`src/rtl/fifo_pkg.sv`:
```
// fifo_pkg: shared sizing helpers for the register-array FIFOs
package fifo_pkg;
    function automatic int clog2(input int v);
        int r = 0;
        while ((1 << r) < v) r++;
        return r;
    endfunction
    function automatic int fifo_len_w(input int addrbit);
        return addrbit + 1;
    endfunction
endpackage

```
`src/rtl/fifo_fwft_flag_if.sv`:
```
// fifo_fwft_flag_if: producer/consumer side signals of the flagged FWFT FIFO
interface fifo_fwft_flag_if import fifo_pkg::*; #(parameter int ADDRBIT = 4, parameter int WIDTH = 8);
    localparam int LW = fifo_len_w(ADDRBIT);
    logic flush, fifowr, fiford, err_clr;
    logic [WIDTH-1:0] fifodin, fifodout;
    logic [LW-1:0] afull_thr, aempty_thr, fifolen, fifomax;
    logic notempty, fifofull, afull, aempty, ovf, udf;
    modport master(
        output flush, fifowr, fifodin, fiford, afull_thr, aempty_thr, err_clr,
        input fifodout, notempty, fifofull, fifolen, afull, aempty, ovf, udf, fifomax
    );
    modport slave(
        input flush, fifowr, fifodin, fiford, afull_thr, aempty_thr, err_clr,
        output fifodout, notempty, fifofull, fifolen, afull, aempty, ovf, udf, fifomax
    );
endinterface

```
`src/rtl/fifo_regmem.sv`:
```
// fifo_regmem: register array with sync write, async read and sync clear
module fifo_regmem #(parameter int ADDRBIT = 4, parameter int WIDTH = 8) (
    input  logic               clk,
    input  logic               rst,
    input  logic               we,
    input  logic [ADDRBIT-1:0] waddr,
    input  logic [WIDTH-1:0]   wdata,
    input  logic [ADDRBIT-1:0] raddr,
    output logic [WIDTH-1:0]   rdata
);
    logic [WIDTH-1:0] mem [2**ADDRBIT];
    always_ff @(posedge clk) begin
        if (rst) begin
            for (int i = 0; i < 2**ADDRBIT; i++) mem[i] <= '0;
        end else if (we) begin
            mem[waddr] <= wdata;
        end
    end
    assign rdata = mem[raddr];
endmodule

```
`src/rtl/fifo_fwft_flag.sv`:
```
// fifo_fwft_flag: show-ahead FIFO with pass-through on full, flush,
// threshold flags, sticky ovf/udf and a high-water mark
module fifo_fwft_flag import fifo_pkg::*; #(parameter int ADDRBIT = 4, parameter int WIDTH = 8) (
    input logic clk,
    input logic rst,
    fifo_fwft_flag_if.slave bus
);
    localparam int LW = fifo_len_w(ADDRBIT);
    localparam logic [LW-1:0] LENGTH = LW'(2**ADDRBIT);
    logic [ADDRBIT-1:0] wrptr, rdptr;
    logic [LW-1:0] len, len_next, fifomax;
    logic notempty, full, rd, wr, do_rd, do_wr, ovf, udf;
    assign notempty = len != '0;
    assign full = len == LENGTH;
    // rd/wr are the handshake outcome; flush then suppresses their effect
    always_comb begin
        rd = bus.fiford & notempty;
        wr = bus.fifowr & (!full | rd);
        do_rd = rd & !bus.flush;
        do_wr = wr & !bus.flush;
        len_next = bus.flush ? '0 : len + LW'(do_wr) - LW'(do_rd);
    end
    always_ff @(posedge clk) begin
        if (rst) begin
            wrptr <= '0;
            rdptr <= '0;
            len <= '0;
            ovf <= 1'b0;
            udf <= 1'b0;
            fifomax <= '0;
        end else begin
            wrptr <= bus.flush ? '0 : wrptr + ADDRBIT'(do_wr);
            rdptr <= bus.flush ? '0 : rdptr + ADDRBIT'(do_rd);
            len <= len_next;
            ovf <= (bus.fifowr & full & !rd & !bus.flush) | (ovf & !bus.err_clr);
            udf <= (bus.fiford & !notempty & !bus.flush) | (udf & !bus.err_clr);
            fifomax <= (bus.err_clr || len_next > fifomax) ? len_next : fifomax;
        end
    end
    fifo_regmem #(.ADDRBIT(ADDRBIT), .WIDTH(WIDTH)) u_mem (
        .clk(clk), .rst(rst), .we(do_wr), .waddr(wrptr), .wdata(bus.fifodin),
        .raddr(rdptr), .rdata(bus.fifodout)
    );
    assign bus.notempty = notempty;
    assign bus.fifofull = full;
    assign bus.fifolen = len;
    assign bus.afull = len >= bus.afull_thr;
    assign bus.aempty = len <= bus.aempty_thr;
    assign bus.ovf = ovf;
    assign bus.udf = udf;
    assign bus.fifomax = fifomax;
endmodule

```
`src/flat_wrapper.sv`:
```
// flat-port wrapper written by rule: the top's interface ports become plain ports
module fifo_fwft_flag_flat import fifo_pkg::*;
#(parameter int ADDRBIT = 4, parameter int WIDTH = 8)
  (clk, rst, bus_flush, bus_fifowr, bus_fifodin, bus_fiford, bus_afull_thr, bus_aempty_thr, bus_err_clr, bus_fifodout, bus_notempty, bus_fifofull, bus_fifolen, bus_afull, bus_aempty, bus_ovf, bus_udf, bus_fifomax);
  fifo_fwft_flag_if #(.ADDRBIT(ADDRBIT), .WIDTH(WIDTH)) bus_i ();
  input logic clk;
  input logic rst;
  input wire logic [$bits(bus_i.flush)-1:0] bus_flush;
  input wire logic [$bits(bus_i.fifowr)-1:0] bus_fifowr;
  input wire logic [$bits(bus_i.fifodin)-1:0] bus_fifodin;
  input wire logic [$bits(bus_i.fiford)-1:0] bus_fiford;
  input wire logic [$bits(bus_i.afull_thr)-1:0] bus_afull_thr;
  input wire logic [$bits(bus_i.aempty_thr)-1:0] bus_aempty_thr;
  input wire logic [$bits(bus_i.err_clr)-1:0] bus_err_clr;
  output wire logic [$bits(bus_i.fifodout)-1:0] bus_fifodout;
  output wire logic [$bits(bus_i.notempty)-1:0] bus_notempty;
  output wire logic [$bits(bus_i.fifofull)-1:0] bus_fifofull;
  output wire logic [$bits(bus_i.fifolen)-1:0] bus_fifolen;
  output wire logic [$bits(bus_i.afull)-1:0] bus_afull;
  output wire logic [$bits(bus_i.aempty)-1:0] bus_aempty;
  output wire logic [$bits(bus_i.ovf)-1:0] bus_ovf;
  output wire logic [$bits(bus_i.udf)-1:0] bus_udf;
  output wire logic [$bits(bus_i.fifomax)-1:0] bus_fifomax;
  assign bus_i.flush = bus_flush;
  assign bus_i.fifowr = bus_fifowr;
  assign bus_i.fifodin = bus_fifodin;
  assign bus_i.fiford = bus_fiford;
  assign bus_i.afull_thr = bus_afull_thr;
  assign bus_i.aempty_thr = bus_aempty_thr;
  assign bus_i.err_clr = bus_err_clr;
  assign bus_fifodout = bus_i.fifodout;
  assign bus_notempty = bus_i.notempty;
  assign bus_fifofull = bus_i.fifofull;
  assign bus_fifolen = bus_i.fifolen;
  assign bus_afull = bus_i.afull;
  assign bus_aempty = bus_i.aempty;
  assign bus_ovf = bus_i.ovf;
  assign bus_udf = bus_i.udf;
  assign bus_fifomax = bus_i.fifomax;
  fifo_fwft_flag #(.ADDRBIT(ADDRBIT), .WIDTH(WIDTH)) u_core (.clk(clk), .rst(rst), .bus(bus_i));
endmodule
```
`config.mk`:
```
export PLATFORM = sky130hd
export DESIGN_NAME = fifo_fwft_flag_flat
export DESIGN_NICKNAME = d
export VERILOG_FILES = /design/src/rtl/fifo_pkg.sv /design/src/rtl/fifo_fwft_flag_if.sv /design/src/rtl/fifo_regmem.sv /design/src/rtl/fifo_fwft_flag.sv /design/src/flat_wrapper.sv
export SDC_FILE = /design/constraint.sdc
export NUM_CORES = 1
export LEC_CHECK = 0
export ABC_AREA = 1
export BUFFER_PORTS_ARGS = -buffer_cell sky130_fd_sc_hd__buf_4
export CELL_PAD_IN_SITES_DETAIL_PLACEMENT = 2
export CELL_PAD_IN_SITES_GLOBAL_PLACEMENT = 2
export CORE_ASPECT_RATIO = 0.9
export CORE_UTILIZATION = 29
export DETAILED_ROUTE_END_ITERATION = 8
export PLACE_DENSITY = 0.65
export SLEW_MARGIN = 40
export SYNTH_ARGS = -nofsm -noshare
export SYNTH_HDL_FRONTEND = slang
export SYNTH_HIERARCHICAL = 1
export SYNTH_SLANG_ARGS = --single-unit
```
`constraint.sdc`:
```
create_clock -name clk -period 4.1 [get_ports clk]
set_input_delay 0.615 -clock clk [delete_from_list [all_inputs] [get_ports clk]]
set_output_delay 0.615 -clock clk [all_outputs]
set_load 0.005 [all_outputs]
```
==> results.py, run 1 <==
metrics = {
    "floorplan": {
        "chipWidth_um": 173,
        "core_area_um2": 26000,
        "start_util": 0.295,
        "row_count": 56,
        "dieHeight_um": 156,
        "ios": 48,
        "die_area_um2": 27100,
    },
    "global_route": {
        "antenna_found_initial": 0,
        "grt_max_degree": 66,
        "grt_pass1_wl_um": 36700,
        "grt_pass1_vias": 6419,
        "grt_usage": 0.184,
        "overflow": 0,
    },
    "timing": {
        "tightest_slew_ns": 0.876,
        "finalSetupTns_ns": 0,
        "post-route-min-period_ns": 3.49,
        "fin_crit_sh": 0.851,
        "rsz0062_at_grt": "false",
        "final_max_slew_viol_count": 0,
        "timing.fmax_mhz": 287,
        "max-slew-margin-rel": 0.414,
        "skew_ns": 0.0128,
        "hold_viol_final": 0,
        "setup_viol": 0,
    },
    "synthesis": {
        "synth_edf_count": 128,
        "yosysTopAreaCellShare": 0.502,
        "synthTopCellsByArea": "edfxtp_1 50%, nand2_1 11%, nor2_1 7.5%, inv_1 7.5%, nand3_1 7.1%",
        "syn_area_per_cell_um2": 8.51,
        "synthArstFlopShare": 0,
        "ys_seq_area_frac": 0.554,
        "yosysTopAreaCell": "edfxtp_1",
        "synth-main-ff-cell": "edfxtp_1",
        "ys_ff_latch": 148,
        "synth_fp_nets": 950,
        "ys_warn_count": 6,
        "ys_types": 31,
        "syn_area_um2": 7660,
        "netlist_instances": 900,
    },
    "detailed_routing": {
        "drc": 0,
        "wl_per_cell_um": 18.4,
        "wl_um": 23900,
        "ant_nets": 0,
        "viasPerCell": 4.63,
        "routed-via-count": 6009,
        "drt_iter0_drc": 307,
        "firstDrtPassIters": 5,
    },
    "cts": {
        "post_cts_buffers": 0,
        "ctsResizeCount": 0,
        "cts_hold_buffers": 0,
        "clock_latency_ns": 0.43,
        "path_clk_slew_ns": 0.07,
        "cts_tree": "built",
        "clockRootBuffer": "clkbuf_16",
        "clock_path_buffers": 2,
        "cts_inserted_buffers": 17,
        "cts_sinks": 148,
        "htree_num_levels": 4,
    },
    "setup_path": {
        "path_buf_inv": 5,
        "r2r_setup_slack_ns": 0.61,
        "path_class": "reg -> reg",
        "startpoint_type": "flop",
        "cp_slowest_stage_delay_ns": 0.42,
        "worst-path-max-fanout": 7,
        "cp.arrival_ns": 3.82,
        "cp_common_cell": "inv_1",
        "critPathTopFamily": "adder cells",
        "worstPathCellList": "inv_1, ha_1, nand4_1, nor2_1, inv_1, nand2_1, ha_1, inv_1, ha_1, fa_1, nand3_1, nand3_1, nand2_1, nand3_1, inv_1, ha_1, nand2_2, inv_1, nand2_1, nand3_2, nand2_4, nand2_4, nor2_1, nor2_2",
        "r2r-start": "u_core/bus.fifolen[2]",
        "cp-end-kind": "flop",
        "crit_path_start": "u_core/bus.fifolen[2]",
        "cp.required_ns": 4.43,
        "cpMaxStageDelayCell": "dfxtp_1",
    },
    "layout": {
        "diodes": 0,
        "final_util": 0.344,
        "areaGrowthSynthToFinish_pct": 16.9,
        "drive_gt1_frac": 0.130,
        "finalNetCount": 989,
        "fillers": 2916,
    },
    "placement": {
        "place_congestion": 0.728,
        "dp_hpwl_um": 15900,
        "port_buffers": 47,
    },
    "outcome": {
        "outcome": "finished clean",
    },
    "power": {
        "p_leak_nw": 4.07,
        "power_w": 0.00389,
        "power.density_nw_per_um2": 434,
        "peakVddDrop_mv": 0.197,
    },
    "hold_path": {
        "hold_path_startpoint": "rst",
        "hold_class": "in -> reg",
    },
    "job": {
        "drv_cap": 0,
    },
}
-- synthesized netlist by cell type (all sizes together), types with 5 or more instances --
cell / number
nand3: 109
edfxtp: 128
inv: 159
nand4: 5
buf: 13
dfxtp: 20
a21oi: 10
ha: 25
nor3: 5
clkbuf: 20
nor2: 157
nand2: 236
-- final timing paths --
check	to	cells after the start
max	u_core/bus.fifomax[4]	24
min	u_core/bus.udf	2
min reg2reg	u_core/bus.udf	2
max reg2reg	u_core/bus.fifomax[4]	24
-- state kept, by name, indices dropped and copies added (netlist names) --
signal and flops:
u_core/u_mem/mem 128, u_core/bus.fifolen 5, u_core/bus.fifomax 5, u_core/rdptr 4, u_core/wrptr 4, u_core/bus.ovf 1, u_core/bus.udf 1
-- per-stage QoR --
| stage | hold WS, ns | setup slack (ns) | cell area (um^2) | instances |
|---|---|---|---|---|
| floorplan | 0.451 | 0.990 | 7660 | 900 |
| global placement | 0.456 | 0.737 | 8360 | 1267 |
| detailed placement | 0.471 | 0.602 | 8360 | 1267 |
| CTS | 0.412 | 0.583 | 8930 | 1298 |
| global route | 0.424 | 0.273 | 8950 | 1299 |
| finish | 0.424 | 0.613 | 8950 | 1299 |
-- kinds of logic (layout without fill, tap and decap cells) --
| logic type | after synthesis | in the layout | synth area share |
|---|---|---|---|
| xor+xnor | 2 | 2 | 0.00229 |
| flops | 148 | 148 | 0.554 |
| compound gates | 16 | 16 | 0.0124 |
| buf+inv | 192 | 243 | 0.0959 |
| fa+ha+maj | 26 | 26 | 0.0435 |
| simple gates | 516 | 516 | 0.292 |
-- layout make-up --
| class | instances | area (um^2) | share of cell area |
|---|---|---|---|
| Multi-Input combinational cell | 560 | 2680 | 0.299 |
| Sequential cell | 148 | 4250 | 0.474 |
| Timing Repair Buffer | 53 | 423 | 0.0473 |
| Clock buffer | 17 | 425 | 0.0475 |
| Tap cell | 348 | 435 | 0.0487 |
| Clock inverter | 14 | 145 | 0.0162 |
| Inverter | 159 | 597 | 0.0667 |
-- report_power, final --
part / switching [W] / total, W / internal, W / leakage [nW]
Combinational: 0.000386 / 0.000607 / 0.000221 / 2.31
Sequential: 0.0000363 / 0.00174 / 0.00170 / 1.49
Clock: 0.000688 / 0.00154 / 0.000852 / 0.271
Total: 0.00111 / 0.00389 / 0.00278 / 4.07
-- placed cells by master, fill, tap and decap left out, types with 2 or more instances in the layout --
cell type and count:
nand2_1 215, buf_12 2, ha_1 25, nor3_4 4
clkinvlp_4 3, a21oi_1 10, clkinv_4 3, inv_8 2
inv_1 148, buf_4 51, dfxtp_1 19, nand4_1 5
nor2_2 2, nand2_4 2, clkinv_1 2, clkbuf_16 17
edfxtp_1 128, inv_6 5, nand2_2 19, or2_1 2
inv_2 9, xnor2_1 2, nand3_1 108, nor2_1 154
-- metal layers --
| metal | part of all wire | vias up | GRT usage |
|---|---|---|---|
| met5 | 0 | - | 0 |
| met4 | 0.014 | 0 | 0.0560 |
| met3 | 0.022 | 21 | 0.0253 |
| met2 | 0.48 | 74 | 0.309 |
| met1 | 0.49 | 3000 | 0.246 |
| li1 | - | 2914 | - |
Note: power is estimated with default switching activity, not from simulation.
==> run 2: changes to the inputs <==
- BUFFER_PORTS_ARGS: -buffer_cell sky130_fd_sc_hd__buf_4 -> -buffer_cell sky130_fd_sc_hd__buf_2
==> results.py, run 2 (synthesis results as in run 1) <==
metrics = {
    "outcome": {
        "outcome": "finished clean",
    },
    "setup_path": {
        "worstPathCellList": "inv_1, ha_1, nand4_1, nor2_1, inv_1, nand2_1, ha_1, inv_1, ha_1, fa_1, nand3_1, nand4_1, nand3_1, inv_1, ha_1, nand2_2, nor2_4, nand2_2, nand3_2, nand2_4, nand2_4, nand2_1, nand2_1, nor2_2",
        "path_class": "reg -> reg",
        "cp-end-kind": "flop",
        "cp.required_ns": 4.42,
        "cp_slowest_stage_delay_ns": 0.41,
        "worst-path-max-fanout": 7,
        "startpoint_type": "flop",
        "cpMaxStageDelayCell": "dfxtp_1",
        "cp.arrival_ns": 3.84,
    },
    "layout": {
        "area.sequential_um2": 4250,
        "diodes": 0,
        "mostFrequentLayoutCell": "nand2_1",
        "stdcell_count": 1299,
        "largest_register": "u_core/u_mem/mem",
        "areaGrowthSynthToFinish_pct": 14.8,
        "drive_gt1_frac": 0.129,
        "fillers": 2985,
        "layout_common_cells": "215 x nand2_1, 154 x nor2_1, 149 x inv_1, 128 x edfxtp_1, 108 x nand3_1",
        "finalNetCount": 988,
        "stdcell_area_um2": 8790,
        "multi_input_area_um2": 2680,
        "largest_reg_flops": 128,
    },
    "timing": {
        "setup_viol": 0,
        "fin_crit_sh": 0.858,
        "timing.fmax_mhz": 284,
        "hold_viol_final": 0,
        "tightest_slew_ns": 0.873,
        "finalSetupTns_ns": 0,
        "fin_ws_ns": 0.584,
        "post-route-min-period_ns": 3.52,
        "rsz0062_at_grt": "false",
        "max-slew-margin-rel": 0.417,
        "fin_hold_ws_ns": 0.467,
        "final_max_slew_viol_count": 0,
        "skew_ns": 0.0103,
    },
    "cts": {
        "cts_sinks": 148,
        "clock_path_buffers": 2,
        "htree_num_levels": 4,
        "clock_latency_ns": 0.42,
        "cts_hold_buffers": 0,
        "cts_tree": "built",
        "cts_inserted_buffers": 17,
        "clockRootBuffer": "clkbuf_16",
        "path_clk_slew_ns": 0.07,
        "ctsResizeCount": 0,
        "post_cts_buffers": 0,
    },
    "detailed_routing": {
        "wl_per_cell_um": 18.5,
        "drt_iter0_drc": 328,
        "wl_um": 24100,
        "routed-via-count": 6014,
        "firstDrtPassIters": 4,
        "viasPerCell": 4.63,
        "ant_nets": 0,
        "drc": 0,
    },
    "power": {
        "intPower_w": 0.00274,
        "power.switching_w": 0.00109,
        "p_sw_frac": 0.285,
        "p_comb_frac": 0.151,
        "power.share.clock": 0.395,
        "peakVddDrop_mv": 0.238,
        "power.density_nw_per_um2": 436,
        "p_seq_frac": 0.454,
        "p_leak_nw": 4.02,
    },
    "job": {
        "drv_cap": 0,
    },
    "global_route": {
        "overflow": 0,
        "antenna_found_initial": 0,
        "grt_max_degree": 66,
        "grt.busiest_layer": "met2",
        "grt_pass1_vias": 6363,
        "grt_pass1_wl_um": 36900,
        "met1_usage": 0.247,
        "grt_usage": 0.186,
        "use_met3": 0.0275,
        "met2_usage": 0.316,
    },
    "placement": {
        "port_buffers": 47,
        "dp_hpwl_um": 16100,
        "place_congestion": 0.726,
        "dp_slack_ns": 0.520,
        "placed_cell_area_um2": 8230,
        "place_inst": 1267,
    },
    "hold_path": {
        "hold_class": "reg -> reg",
    },
    "floorplan": {
        "start_util": 0.295,
        "dieHeight_um": 156,
        "die_area_um2": 27100,
        "chipWidth_um": 173,
        "core_area_um2": 26000,
        "ios": 48,
        "row_count": 56,
    },
}
==> run 2: changes by cell type in the layout (fill, tap and decap cells not counted), sizes merged <==
cell and delta:
buf -1, clkbuf +1, clkinv +1, clkinvlp +1, inv -2
==> run 2: cell type report <==
| class | instances | area share |
|---|---|---|
| Inverter | 159 | 0.0679 |
| Clock buffer | 18 | 0.0488 |
| Multi-Input combinational cell | 560 | 0.305 |
| Tap cell | 348 | 0.0495 |
| Timing Repair Buffer | 52 | 0.0310 |
| Clock inverter | 14 | 0.0148 |
| Sequential cell | 148 | 0.483 |
==> run 2: path summary, 6_finish.rpt <==
| kind | to | slack, ns | depth (start not counted) | start |
|---|---|---|---|---|
| worst max register to register | u_core/bus.fifomax[3] | 0.58 | 24 | u_core/bus.fifolen[3] |
| worst max-delay path | u_core/bus.fifomax[3] | 0.58 | 24 | u_core/bus.fifolen[3] |
| worst min register to register | u_core/bus.udf | 0.47 | 2 | u_core/bus.udf |
| worst min-delay path | u_core/bus.udf | 0.47 | 2 | u_core/bus.udf |
==> run 2: per-layer routing <==
metal | vias up | part of all wire
met1 | 3010 | 0.47
li1 | 2913 | -
met3 | 17 | 0.030
met5 | - | 0
met2 | 74 | 0.49
met4 | 0 | 0.0091
==> run 2: power by group through the flow <==
stage                     Sequential, W  Combinational (W)  Clock, W
after floorplan                 0.00177           0.000396         0
after global placement          0.00177           0.000566         0
after detailed placement        0.00177           0.000593         0
after CTS                       0.00174           0.000595   0.00157
after global routing            0.00175           0.000656   0.00162
final                           0.00174           0.000578   0.00151
==> run 2: critical path: cells and delay by family, from the launching register on <==
kind          cells  cell delay (ns)
buf+inv           4             0.25
simple gates     15             1.33
flops             1             0.41
fa+ha+maj         5             1.40
==> run 2: through the flow <==
stage,total power [W],utilization
floorplan,0.00216,-
finish,0.00383,0.338
CTS,0.00390,0.338
global route,0.00402,0.338
detailed placement,0.00237,0.317
global placement,0.00234,0.317
